===== src/rtl/mesm6_timer.sv =====
// Timer slot bus responder: two down-counting timers sharing one prescaler,
// sticky W1C pending bits and a registered interrupt request for PIC line 1.
module mesm6_timer #(
  parameter int CNT_W = 24,
  parameter int PRE_W = 16
) (
  input  logic        clk,
  input  logic        reset_n,
  input  logic [14:0] tim_addr,
  input  logic        tim_read,
  input  logic        tim_write,
  input  logic [47:0] tim_wdata,
  output logic [47:0] tim_rdata,
  output logic        tim_done,
  output logic        tim_int
);

  typedef enum logic [1:0] {
    S_IDLE,
    S_ACK,
    S_HOLD
  } state_t;

  localparam logic [2:0] A_STATUS   = 3'd6;
  localparam logic [2:0] A_PRESCALE = 3'd7;

  state_t state_reg;

  logic [2:0] addr;
  logic       access;
  logic       wr_en;
  logic       unused_bits;

  assign addr        = tim_addr[2:0];
  assign access      = (state_reg == S_IDLE) && (tim_read || tim_write);
  // A simultaneous read and write strobe is treated as a write.
  assign wr_en       = access && tim_write;
  assign unused_bits = ^{tim_addr[14:3], tim_wdata};

  // Shared prescaler
  logic [PRE_W-1:0] prescale_reg;
  logic [PRE_W-1:0] pcnt_reg;
  logic             tick;

  assign tick = (pcnt_reg == '0);

  always_ff @(posedge clk or negedge reset_n) begin
    if (!reset_n) begin
      prescale_reg <= '0;
      pcnt_reg     <= '0;
    end else if (wr_en && addr == A_PRESCALE) begin
      prescale_reg <= tim_wdata[PRE_W-1:0];
      pcnt_reg     <= tim_wdata[PRE_W-1:0];
    end else if (tick) begin
      pcnt_reg <= prescale_reg;
    end else begin
      pcnt_reg <= pcnt_reg - PRE_W'(1);
    end
  end

  // Per-timer state, exported as packed vectors for the read mux
  logic [1:0]            expire;
  logic [1:0]            ie_vec;
  logic [1:0][2:0]       ctrl_q;
  logic [1:0][CNT_W-1:0] load_q;
  logic [1:0][CNT_W-1:0] count_q;

  for (genvar gi = 0; gi < 2; gi++) begin : timer_g
    localparam logic [2:0] CTRL_A  = 3'(3 * gi);
    localparam logic [2:0] LOAD_A  = 3'(3 * gi + 1);
    localparam logic [2:0] COUNT_A = 3'(3 * gi + 2);

    logic             en_reg;
    logic             reload_reg;
    logic             ie_reg;
    logic [CNT_W-1:0] load_reg;
    logic [CNT_W-1:0] count_reg;

    assign expire[gi]  = tick && en_reg && (count_reg == '0);
    assign ie_vec[gi]  = ie_reg;
    assign ctrl_q[gi]  = {ie_reg, reload_reg, en_reg};
    assign load_q[gi]  = load_reg;
    assign count_q[gi] = count_reg;

    always_ff @(posedge clk or negedge reset_n) begin
      if (!reset_n) begin
        en_reg     <= 1'b0;
        reload_reg <= 1'b0;
        ie_reg     <= 1'b0;
        load_reg   <= '0;
        count_reg  <= '0;
      end else begin
        if (tick && en_reg) begin
          if (count_reg != '0) begin
            count_reg <= count_reg - CNT_W'(1);
          end else if (reload_reg) begin
            count_reg <= load_reg;
          end else begin
            en_reg <= 1'b0;
          end
        end
        // CPU writes come last so they override the timer's own update.
        if (wr_en && addr == CTRL_A) begin
          en_reg     <= tim_wdata[0];
          reload_reg <= tim_wdata[1];
          ie_reg     <= tim_wdata[2];
        end
        if (wr_en && addr == LOAD_A) begin
          load_reg  <= tim_wdata[CNT_W-1:0];
          count_reg <= tim_wdata[CNT_W-1:0];
        end
        if (wr_en && addr == COUNT_A) begin
          count_reg <= tim_wdata[CNT_W-1:0];
        end
      end
    end
  end

  // Pending bits: an expiry in the same cycle as a W1C keeps the bit set.
  logic [1:0] pending_reg;
  logic [1:0] clr;
  logic       int_reg;

  assign clr = (wr_en && addr == A_STATUS) ? tim_wdata[1:0] : 2'b00;

  always_ff @(posedge clk or negedge reset_n) begin
    if (!reset_n) begin
      pending_reg <= 2'b00;
      int_reg     <= 1'b0;
    end else begin
      pending_reg <= (pending_reg & ~clr) | expire;
      int_reg     <= |(pending_reg & ie_vec);
    end
  end

  assign tim_int = int_reg;

  // Read mux, zero-extended to the bus width
  logic [47:0] rd_val;

  always_comb begin
    rd_val = '0;
    case (addr)
      3'd0:       rd_val[2:0]       = ctrl_q[0];
      3'd1:       rd_val[CNT_W-1:0] = load_q[0];
      3'd2:       rd_val[CNT_W-1:0] = count_q[0];
      3'd3:       rd_val[2:0]       = ctrl_q[1];
      3'd4:       rd_val[CNT_W-1:0] = load_q[1];
      3'd5:       rd_val[CNT_W-1:0] = count_q[1];
      A_STATUS:   rd_val[1:0]       = pending_reg;
      A_PRESCALE: rd_val[PRE_W-1:0] = prescale_reg;
      default:    rd_val            = '0;
    endcase
  end

  // Bus handshake: one access per strobe assertion, done pulses for one cycle.
  logic [47:0] rdata_reg;
  logic        done_reg;

  always_ff @(posedge clk or negedge reset_n) begin
    if (!reset_n) begin
      state_reg <= S_IDLE;
      done_reg  <= 1'b0;
      rdata_reg <= '0;
    end else begin
      case (state_reg)
        S_IDLE: begin
          done_reg  <= 1'b0;
          rdata_reg <= '0;
          if (tim_read || tim_write) begin
            state_reg <= S_ACK;
            done_reg  <= 1'b1;
            rdata_reg <= tim_write ? 48'd0 : rd_val;
          end
        end
        S_ACK: begin
          state_reg <= S_HOLD;
          done_reg  <= 1'b0;
          rdata_reg <= '0;
        end
        S_HOLD: begin
          done_reg  <= 1'b0;
          rdata_reg <= '0;
          if (!tim_read && !tim_write) begin
            state_reg <= S_IDLE;
          end
        end
        default: begin
          state_reg <= S_IDLE;
          done_reg  <= 1'b0;
          rdata_reg <= '0;
        end
      endcase
    end
  end

  assign tim_done  = done_reg;
  assign tim_rdata = rdata_reg;

endmodule


===== config.mk =====
export PLATFORM = sky130hd
export DESIGN_NAME = mesm6_timer
export DESIGN_NICKNAME = d
export VERILOG_FILES = /design/src/rtl/mesm6_timer.sv
export SDC_FILE = /design/constraint.sdc
export NUM_CORES = 1
export LEC_CHECK = 0
export ABC_AREA = 0
export CORE_UTILIZATION = 45
export CTS_CLUSTER_SIZE = 10
export DETAILED_ROUTE_END_ITERATION = 10
export HOLD_SLACK_MARGIN = 0.06
export PLACE_DENSITY_LB_ADDON = 0.2
export SLEW_MARGIN = 0
export SYNTH_ARGS = -nofsm -noshare
export SYNTH_HDL_FRONTEND = slang
export SYNTH_SLANG_ARGS = --single-unit

===== constraint.sdc =====
create_clock -name clk -period 3.95 [get_ports clk]
set_input_delay 0.79 -clock clk [delete_from_list [all_inputs] [get_ports clk]]
set_output_delay 0.79 -clock clk [all_outputs]
set_load 0.05 [all_outputs]

-- After elaboration in Yosys (flattened, before gate mapping)
Cells that the tools add are included.
W data, S select, Z words.
- register bits after elaboration: 188
- input bits: 67
- output and inout port bits: 50
- logic and storage cells: 109
- $add $sub $neg: 3
- equality and inequality tests: 15
- mux-type cells: 33
- bitwise operators: 4
- reduce and logical (&&, ||, !) cells: 37
- operators by type and width (kind ; number):
    $mux W24 ; 12
    $pmux W13 S5 ; 1
    $logic_not A24 Y1 ; 2
    $mux W48 ; 1
    $reduce_bool A24 Y1 ; 2
    $sub A24 B1 Y24 const B ; 2
    $mux W16 ; 2
    $pmux W8 S4 ; 1
    $logic_not A16 Y1 ; 1
    $pmux W2 S8 ; 1
    $sub A16 B1 Y16 const B ; 1
    $logic_and A1 B1 Y1 ; 15
    $eq A3 B3 Y1 const B ; 4
    $mux W1 ; 10
    $ne A2 B1 Y1 const B ; 5
    $reduce_bool A4 Y1 ; 2
    $pmux W1 S7 ; 1
    $eq A3 B2 Y1 const B ; 2
    $mux W2 ; 3
    $pmux W2 S3 ; 1
    $reduce_and A2 Y1 ; 3
    $reduce_and A3 Y1 ; 2
    $reduce_bool A3 Y1 ; 2
    $and A2 B2 Y2 ; 2
    other kinds (12) ; 14

-- Longest topological paths before layout
Gate-level depths: netlist of the first run.
- depth in word-level cells: 8
- mapped depth: 10
- mapped depth without buffers: 8

-- Worst setup path before layout of the first run
No wires, ideal clock.
- kind: reg-to-reg
- start point: register pcnt_reg[0]
- end point: register timer_g[0].count_reg[15]
- setup time: 0.126 ns
- arrival time: 2.452 ns
- required time: 3.824 ns
- slack: 1.372 ns
- cell stages (with the launch flop): 10
- path buffers: 2
- period minus slack after synthesis: 2.578 ns
- cell sequence: dfrtp_1 inv_1 ha_1 or4b_2 or4_1 buf_2 o21ai_2 o31ai_2 buf_6 a221o_1
- cells in the longest elaborated chain, start to end: 4
- ends and longest elaborated chain (item ; RTL line ; text):
    start, declared ; 42 ; logic [PRE_W-1:0] pcnt_reg;
    start signal, assigned ; 53 ; pcnt_reg <= tim_wdata[PRE_W-1:0];
    start signal, assigned ; 55 ; pcnt_reg <= prescale_reg;
    start signal, assigned ; 57 ; pcnt_reg <= pcnt_reg - PRE_W'(1);
    $logic_not A16 Y1 ; 45 ; assign tick = (pcnt_reg == '0);
    $logic_and A1 B1 Y1 ; 93 ; if (tick && en_reg) begin
    $reduce_bool A3 Y1 (no source line) ; -- ;
    $reduce_and A2 Y1 (no source line) ; -- ;
    end signal, assigned ; 95 ; count_reg <= count_reg - CNT_W'(1);
    end signal, assigned ; 97 ; count_reg <= load_reg;
    end signal, assigned ; 110 ; count_reg <= tim_wdata[CNT_W-1:0];
    end, declared ; 77 ; logic [CNT_W-1:0] count_reg;
Every way passes these cells.
A chain may end at the register's enable or synchronous reset.

-- Final worst setup path of the first run
- start point: register pcnt_reg[0]
- end point: register timer_g[1].count_reg[16]
- cells in the longest elaborated chain, start to end: 4
- ends and longest elaborated chain (item ; RTL line):
    $logic_not A16 Y1 ; 45
    $logic_and A1 B1 Y1 ; 93
    $reduce_bool A3 Y1 (no source line) ; --
    $reduce_and A2 Y1 (no source line) ; --
    end signal, assigned ; 95
    end signal, assigned ; 97
    end signal, assigned ; 110
    end, declared ; 77
Every way passes these cells.

==> impl_results.md, run 1 <==
* Clock Tree Root: clkbuf_16
* Die H at 145.6 um
* Fmax at 318.6 MHz
* Final min period at 3.139 ns
* Async SR Flop Fraction at 100.0%
* CP endpoint kind: register
* Max Fanout on Critical Path at 10
* First-pass GRT wire length at 45080 um
* Clock Sinks at 164
* Least-Margin Pin Slew at 1.021 ns
* Overall Global Routing Usage at 27.80%
* Max cap viols at 0
* FF-to-FF setup slack at 0.81 ns
* # fillers at 1886
* Initial DRC count at 789
* Inserted Diodes at 0
* Count of different cell masters after synthesis at 64
* DRC at 0
* Worst Path Arrival at 3.44 ns
* Clock Path Buffers at 2
* TritonCTS Buffers at 17
* Row cnt at 52
* Part of the Yosys area used for sequential elements at 44.24%
* Antenna viol nets, final at 0
* Endpoints failing hold at 0
* Number of global-route vias before repair at 7875
* Layout area overhead at 16.46%
* Clk Latency, worst-skew pair at 0.43 ns
* Largest family of logic cells by synthesized area: compound AO/OA/AOI/OAI gates
* Via-to-Cell Ratio at 6.205
* Largest net degree at the start of global routing at 91
* Worst R2R End: timer_g[1].count_reg[16]$_DFFE_PN0P_
* Cts hold-fix bufs at 0
* Max layer used: met4
* Routed length on met3 at 2088 um
* Avg Inst Size Synth at 9.314 um^2
* Post-CTS Setup Inserts at 0
* Antenna violations before repair at 1
* Hold Path Class: in2async
* Initial core utilization at 45.84%
* Synth Area in Compound Gates at 18.47%
* Worst-path clk slew at 0.07 ns
* Final wirelength at 28720 um
* Share of layout cells above drive strength 1 at 14.79%
* Multiplexer area fraction after synthesis at 9.374%
* Drt pass-1 iters at 5
* I/O pin total at 117
* XOR/XNOR Fraction of Synth Area at 3.493%
* VDD IR-drop max at 0.3494 mV
* CTS tree: built
* Post-Synthesis Cells at 996
* Unrepaired setup endpoints after global routing: false
* Final worst-path cycle share at 79.47%
* Setup_tns at 0 ns
* Lkg Pwr at 0.004520 uW
* Post-DR wirelength/cell at 21.67 um
* Post_cts resized at 0
* Outcome: finished clean
* Area of the core at 20230 um^2
* Worst Path Required at 4.25 ns
* Metal-1 WL at 12320 um
* Crit Path Class: reg2reg
* Final hold slack at 0.4385 ns
* Worst r2r src: pcnt_reg[0]$_DFF_PN0_
* Number of setup violations in the final report at 0
* PD cells at 696.6 nW/um^2
* Post-Synth Simple-Gate Area at 18.20%
* Die ar. at 21190 um^2
* Die X at 145.6 um
* H-tree Lvls at 4
* DPL Wire Length at 20050 um
* Port Buf Inserts at 56
* Congestion Overflow GR at 0
* Final slew viol count at 0
* Adder-Cell Fraction of Synth Area at 0.8093%
* #FFs+latches synth at 164
* WL met2 at 13350 um
* Primary FF master, synth: dfrtp_1
* Post-synthesis cell area at 9276 um^2
* Crit start category: register
* Worst R2R Path Depth at 8
* Worst slew margin at 31.94%
* Gpl congestion at 0.9181
* Clk_skew at 0.008105 ns
* EDFF count, synth at 0
* Yosys warns at 0
* Final net count at 1115
* Detailed-route via count at 8221
## routing by layer
metal / vias up / GRT usage (%)
met5: - / 0
met4: 0 / 11.79
met3: 70 / 4.514
met2: 400 / 44.38
met1: 4036 / 37.60
li1: 3715 / -
## worst max-delay path, stage by stage, from the launching register on
cell and delay, ns:
dfrtp_1 0.39, inv_1 0.08, ha_1 0.21, or4b_2 0.65, nor4_2 0.62, and2_1 0.28
nand2_1 0.37, o211ai_1 0.30, o211ai_1 0.11
## cell usage after synthesis, types with 7 or more instances
cell / count / share of area [%]
a211oi_1: 15 / 1.2
a21oi_1: 48 / 2.6
a221oi_1: 14 / 1.3
a222oi_1: 9 / 0.97
a22o_1: 9 / 0.85
a22oi_1: 21 / 1.7
a31oi_1: 22 / 1.5
and3_1: 17 / 1.1
buf_2: 8 / 0.43
buf_4: 24 / 1.9
clkbuf_1: 54 / 2.2
dfrtp_1: 164 / 44
inv_1: 13 / 0.53
mux2_2: 69 / 8.4
mux2i_1: 7 / 0.76
nand2_1: 119 / 4.8
nand3_1: 20 / 1.1
nor2_1: 80 / 3.2
nor3_1: 28 / 1.5
nor4_1: 17 / 1.1
o211ai_1: 12 / 0.97
o21ai_0: 68 / 3.7
o31ai_1: 10 / 0.81
or3_1: 13 / 0.88
or4_1: 13 / 1.1
xnor2_1: 21 / 2.0
xor2_1: 16 / 1.5
## area by class of cell
cell class / count / area, um^2 / area share (%)
flip-flops and latches: 164 / 4104 / 37.99
clock buffers: 18 / 439.2 / 4.065
multi-input cells: 751 / 4781 / 44.26
clock inverters: 14 / 200.2 / 1.853
well taps: 270 / 337.8 / 3.127
inverters: 13 / 48.80 / 0.4517
repair buffers: 95 / 892.1 / 8.258
## stage by stage
step           cell area [um^2]  power (uW)  setup WS (ns)  instances  util [%]
3_5_place_dp              10160        5676         0.5463       1293     50.23
3_3_place_gp              10160        5600         0.5532       1293     50.23
4_1_cts                   10800        7496         0.8695       1325     53.39
6_report                  10800        7525         0.8108       1325     53.39
5_1_grt                   10800        7939         0.6770       1325     53.39
2_1_floorplan              9363        4844          1.372       1019         -
## cell families after synthesis
| logic type | Yosys count |
|---|---|
| AND/OR/NAND/NOR | 347 |
| AO/OA/AOI/OAI | 260 |
| flip-flops | 164 |
| buffers and inverters | 104 |
| multiplexers | 77 |
| XOR/XNOR | 37 |
| adder cells (fa/ha/maj) | 6 |
| other | 1 |
## power breakdown
| group | total [uW] | switching (uW) | internal [uW] |
|---|---|---|---|
| combinational | 2460 | 1330 | 1130 |
| clock | 1810 | 723 | 1090 |
| sequential | 3250 | 861 | 2390 |
| total | 7520 | 2910 | 4610 |
## cell usage in the layout, fill, tap and decap left out, types with 24 or more instances in the layout
cell / n
conb_1: 24
clkdlybuf4s50_1: 55
nor2_1: 80
o21ai_0: 68
nand2_1: 119
a21oi_1: 48
buf_4: 36
mux2_2: 69
nor3_1: 26
dfrtp_1: 164
## worst max path at each step
stage                     startpoint                                   end  slack (ns)  cells past startpoint
6_report       pcnt_reg[0]$_DFF_PN0_  timer_g[1].count_reg[16]$_DFFE_PN0P_        0.81                      8
3_5_place_dp             tim_addr[1]    timer_g[1].load_reg[6]$_DFFE_PN0P_        0.55                      6
2_1_floorplan  pcnt_reg[0]$_DFF_PN0_  timer_g[0].count_reg[15]$_DFFE_PN0P_        1.37                      9
4_1_cts        pcnt_reg[0]$_DFF_PN0_  timer_g[1].count_reg[16]$_DFFE_PN0P_        0.87                      8
5_1_grt        pcnt_reg[0]$_DFF_PN0_  timer_g[1].count_reg[16]$_DFFE_PN0P_        0.68                      8
3_3_place_gp             tim_addr[1]   timer_g[1].load_reg[14]$_DFFE_PN0P_        0.55                      6
Power figures use the tool's default switching activity.
==> run 2: changes to the inputs <==
==> constraint.sdc (replaced) <==
create_clock -name clk -period 2.9 [get_ports clk]
set_input_delay 0.58 -clock clk [delete_from_list [all_inputs] [get_ports clk]]
set_output_delay 0.58 -clock clk [all_outputs]
set_load 0.05 [all_outputs]
==> impl_results.md, run 2 (synthesis results as in run 1) <==
* Clock Tree Root: clkbuf_16
* Outcome: finished clean
* Lkg Pwr at 0.004800 uW
* VDD IR-drop max at 0.5677 mV
* Antenna viol nets, final at 0
* Place WS at -0.1670 ns
* Via-to-Cell Ratio at 6.068
* Final wirelength at 29850 um
* Max cap viols at 0
* Final hold slack at 0.1325 ns
* Largest net degree at the start of global routing at 63
* Row cnt at 52
* CP endpoint kind: register
* Global routing's busiest layer: met2
* Post-DR wirelength/cell at 21.60 um
* Slowest-stage cell, CP: or4b_2
* Clock Sinks at 164
* # fillers at 1848
* Slowest stage delay, CP at 0.62 ns
* Worst Path Required at 3.19 ns
* Layout area overhead at 21.70%
* Worst-path clk slew at 0.07 ns
* TritonCTS Buffers at 17
* Fmax at 356.2 MHz
* Least-Margin Pin Slew at 1.054 ns
* Share of layout cells above drive strength 1 at 19.17%
* Final min period at 2.807 ns
* Detailed-route via count at 8386
* Final slew viol count at 0
* Worst r2r src: pcnt_reg[0]$_DFF_PN0_
* Initial core utilization at 45.84%
* Commonest non-fill, non-tap cell in the layout: dfrtp_1
* Crit Path Class: reg2reg
* Post-DP Area at 10650 um^2
* Port Buf Inserts at 56
* Area of the core at 20230 um^2
* Die H at 145.6 um
* Post-layout util at 55.79%
* H-tree Lvls at 4
* Fin worst setup slack at 0.09268 ns
* Met3 usage at 5.235%
* Congestion Overflow GR at 0
* Met2 usage at 45.72%
* Overall Global Routing Usage at 28.86%
* Final net count at 1171
* DRC at 0
* Clock Path Buffers at 2
* Clk Latency, worst-skew pair at 0.44 ns
* Finished Cell Area at 11290 um^2
* Die X at 145.6 um
* CTS tree: built
* Unrepaired setup endpoints after global routing: true
* Antenna violations before repair at 1
* Max Fanout on Critical Path at 12
* Initial DRC count at 769
* Number of global-route vias before repair at 8181
* Crit start category: register
* Endpoints failing hold at 0
* Clk_skew at 0.01056 ns
* CP Cell Sequence: inv_1 > ha_1 > or4b_2 > or4_4 > o21ai_2 > o31ai_4 > buf_4 > a22oi_1 > o21ai_0
* Worst setup path startpoint: pcnt_reg[0]$_DFF_PN0_
* Met1 usage at 39.64%
* Total power at 10560 uW
* Number of setup violations in the final report at 0
* Die ar. at 21190 um^2
* First-pass GRT wire length at 46780 um
* Drt pass-1 iters at 5
* WP buf/inv at 2
* Final worst-path cycle share at 96.80%
* CP top delay family: simple AND/OR/NAND/NOR gates
* Worst slew margin at 29.21%
* Commonest non-fill, non-tap cells in the layout: dfrtp_1, nand2_1, buf_4
* Gpl congestion at 0.9048
* I/O pin total at 117
* Worst Path Arrival at 3.10 ns
* DPL Wire Length at 21030 um
* PD cells at 935.3 nW/um^2
* Hold Path Class: in2async
==> run 2: changes by cell type in the layout (fill, tap and decap cells not counted), moves of 2 or more <==
cell | previous run | this run
clkinvlp_4 | 1 | 3
clkbuf_8 | 1 | 3
inv_8 | 2 | 0
buf_12 | 3 | 8
buf_4 | 36 | 87
==> run 2: final timing paths <==
path | end | slack [ns] | depth (start not counted)
max | timer_g[0].count_reg[22]$_DFFE_PN0P_ | 0.09 | 9
min | tim_rdata[21]$_DFF_PN0_ | 0.13 | 1
max reg2reg | timer_g[0].count_reg[22]$_DFFE_PN0P_ | 0.09 | 9
min reg2reg | prescale_reg[3]$_DFFE_PN0P_ | 0.51 | 2
max in group asynchronous | timer_g[0].load_reg[11]$_DFFE_PN0P_ | 2.00 | 2
min in group clk | prescale_reg[3]$_DFFE_PN0P_ | 0.51 | 2
==> run 2: timing repair <==
action | in CTS | in global routing
setup endpoints to repair | 2 | 19
gates resized for setup | 1 | 3
hold buffers | 0 | 0
buffers inserted | 0 | 0
==> run 2: worst reg2reg max path: cells and delay by family (launching register included) <==
family / cells / cell delay, ns
AOI/OAI and AO/OA: 4 / 0.64
adders and majority gates: 1 / 0.21
buffers and inverters: 2 / 0.32
DFF: 1 / 0.39
and+or+nand+nor: 2 / 1.11
==> run 2: layout make-up <==
type,count,area [um^2],share of cell area [%]
Clock buffer,21,470.5,4.167
Timing Repair Buffer,151,1375,12.18
Tap cell,270,337.8,2.992
Multi-Input combinational cell,751,4802,42.54
Antenna cell,1,2.502,0.02217
Clock inverter,11,148.9,1.319
Sequential cell,164,4104,36.35
Inverter,13,48.80,0.4322
==> run 2: stage by stage <==
step           instances  TNS [ns]
2_1_floorplan       1019         0
3_3_place_gp        1349   -0.6999
3_5_place_dp        1349    -1.335
4_1_cts             1381         0
5_1_grt             1381  -0.01173
6_report            1382         0
==> run 2: metal layers <==
metal | share of wire (%) | vias to the layer above
met1 | 43 | 4135
met4 | 2.6 | 0
met3 | 7.4 | 45
met2 | 47 | 382
met5 | 0 | -
li1 | - | 3824
==> run 2: report_power, final <==
part	switching (uW)	internal, uW	leakage (uW)
Sequential	1070	3260	0.00205
Clock	961	1430	0.000296
Combinational	2050	1790	0.00245
Total	4080	6480	0.00480
==> run 3: changes to the inputs <==
--- a/config.mk
+++ b/config.mk
@@ -5,7 +5,6 @@
 export SDC_FILE = /design/constraint.sdc
 export NUM_CORES = 1
 export LEC_CHECK = 0
-export ABC_AREA = 0
 export CORE_UTILIZATION = 45
 export CTS_CLUSTER_SIZE = 10
 export DETAILED_ROUTE_END_ITERATION = 10
==> results of run 3 <==
Same layout as run 2: the final DEF is identical, and so are final timing and power.
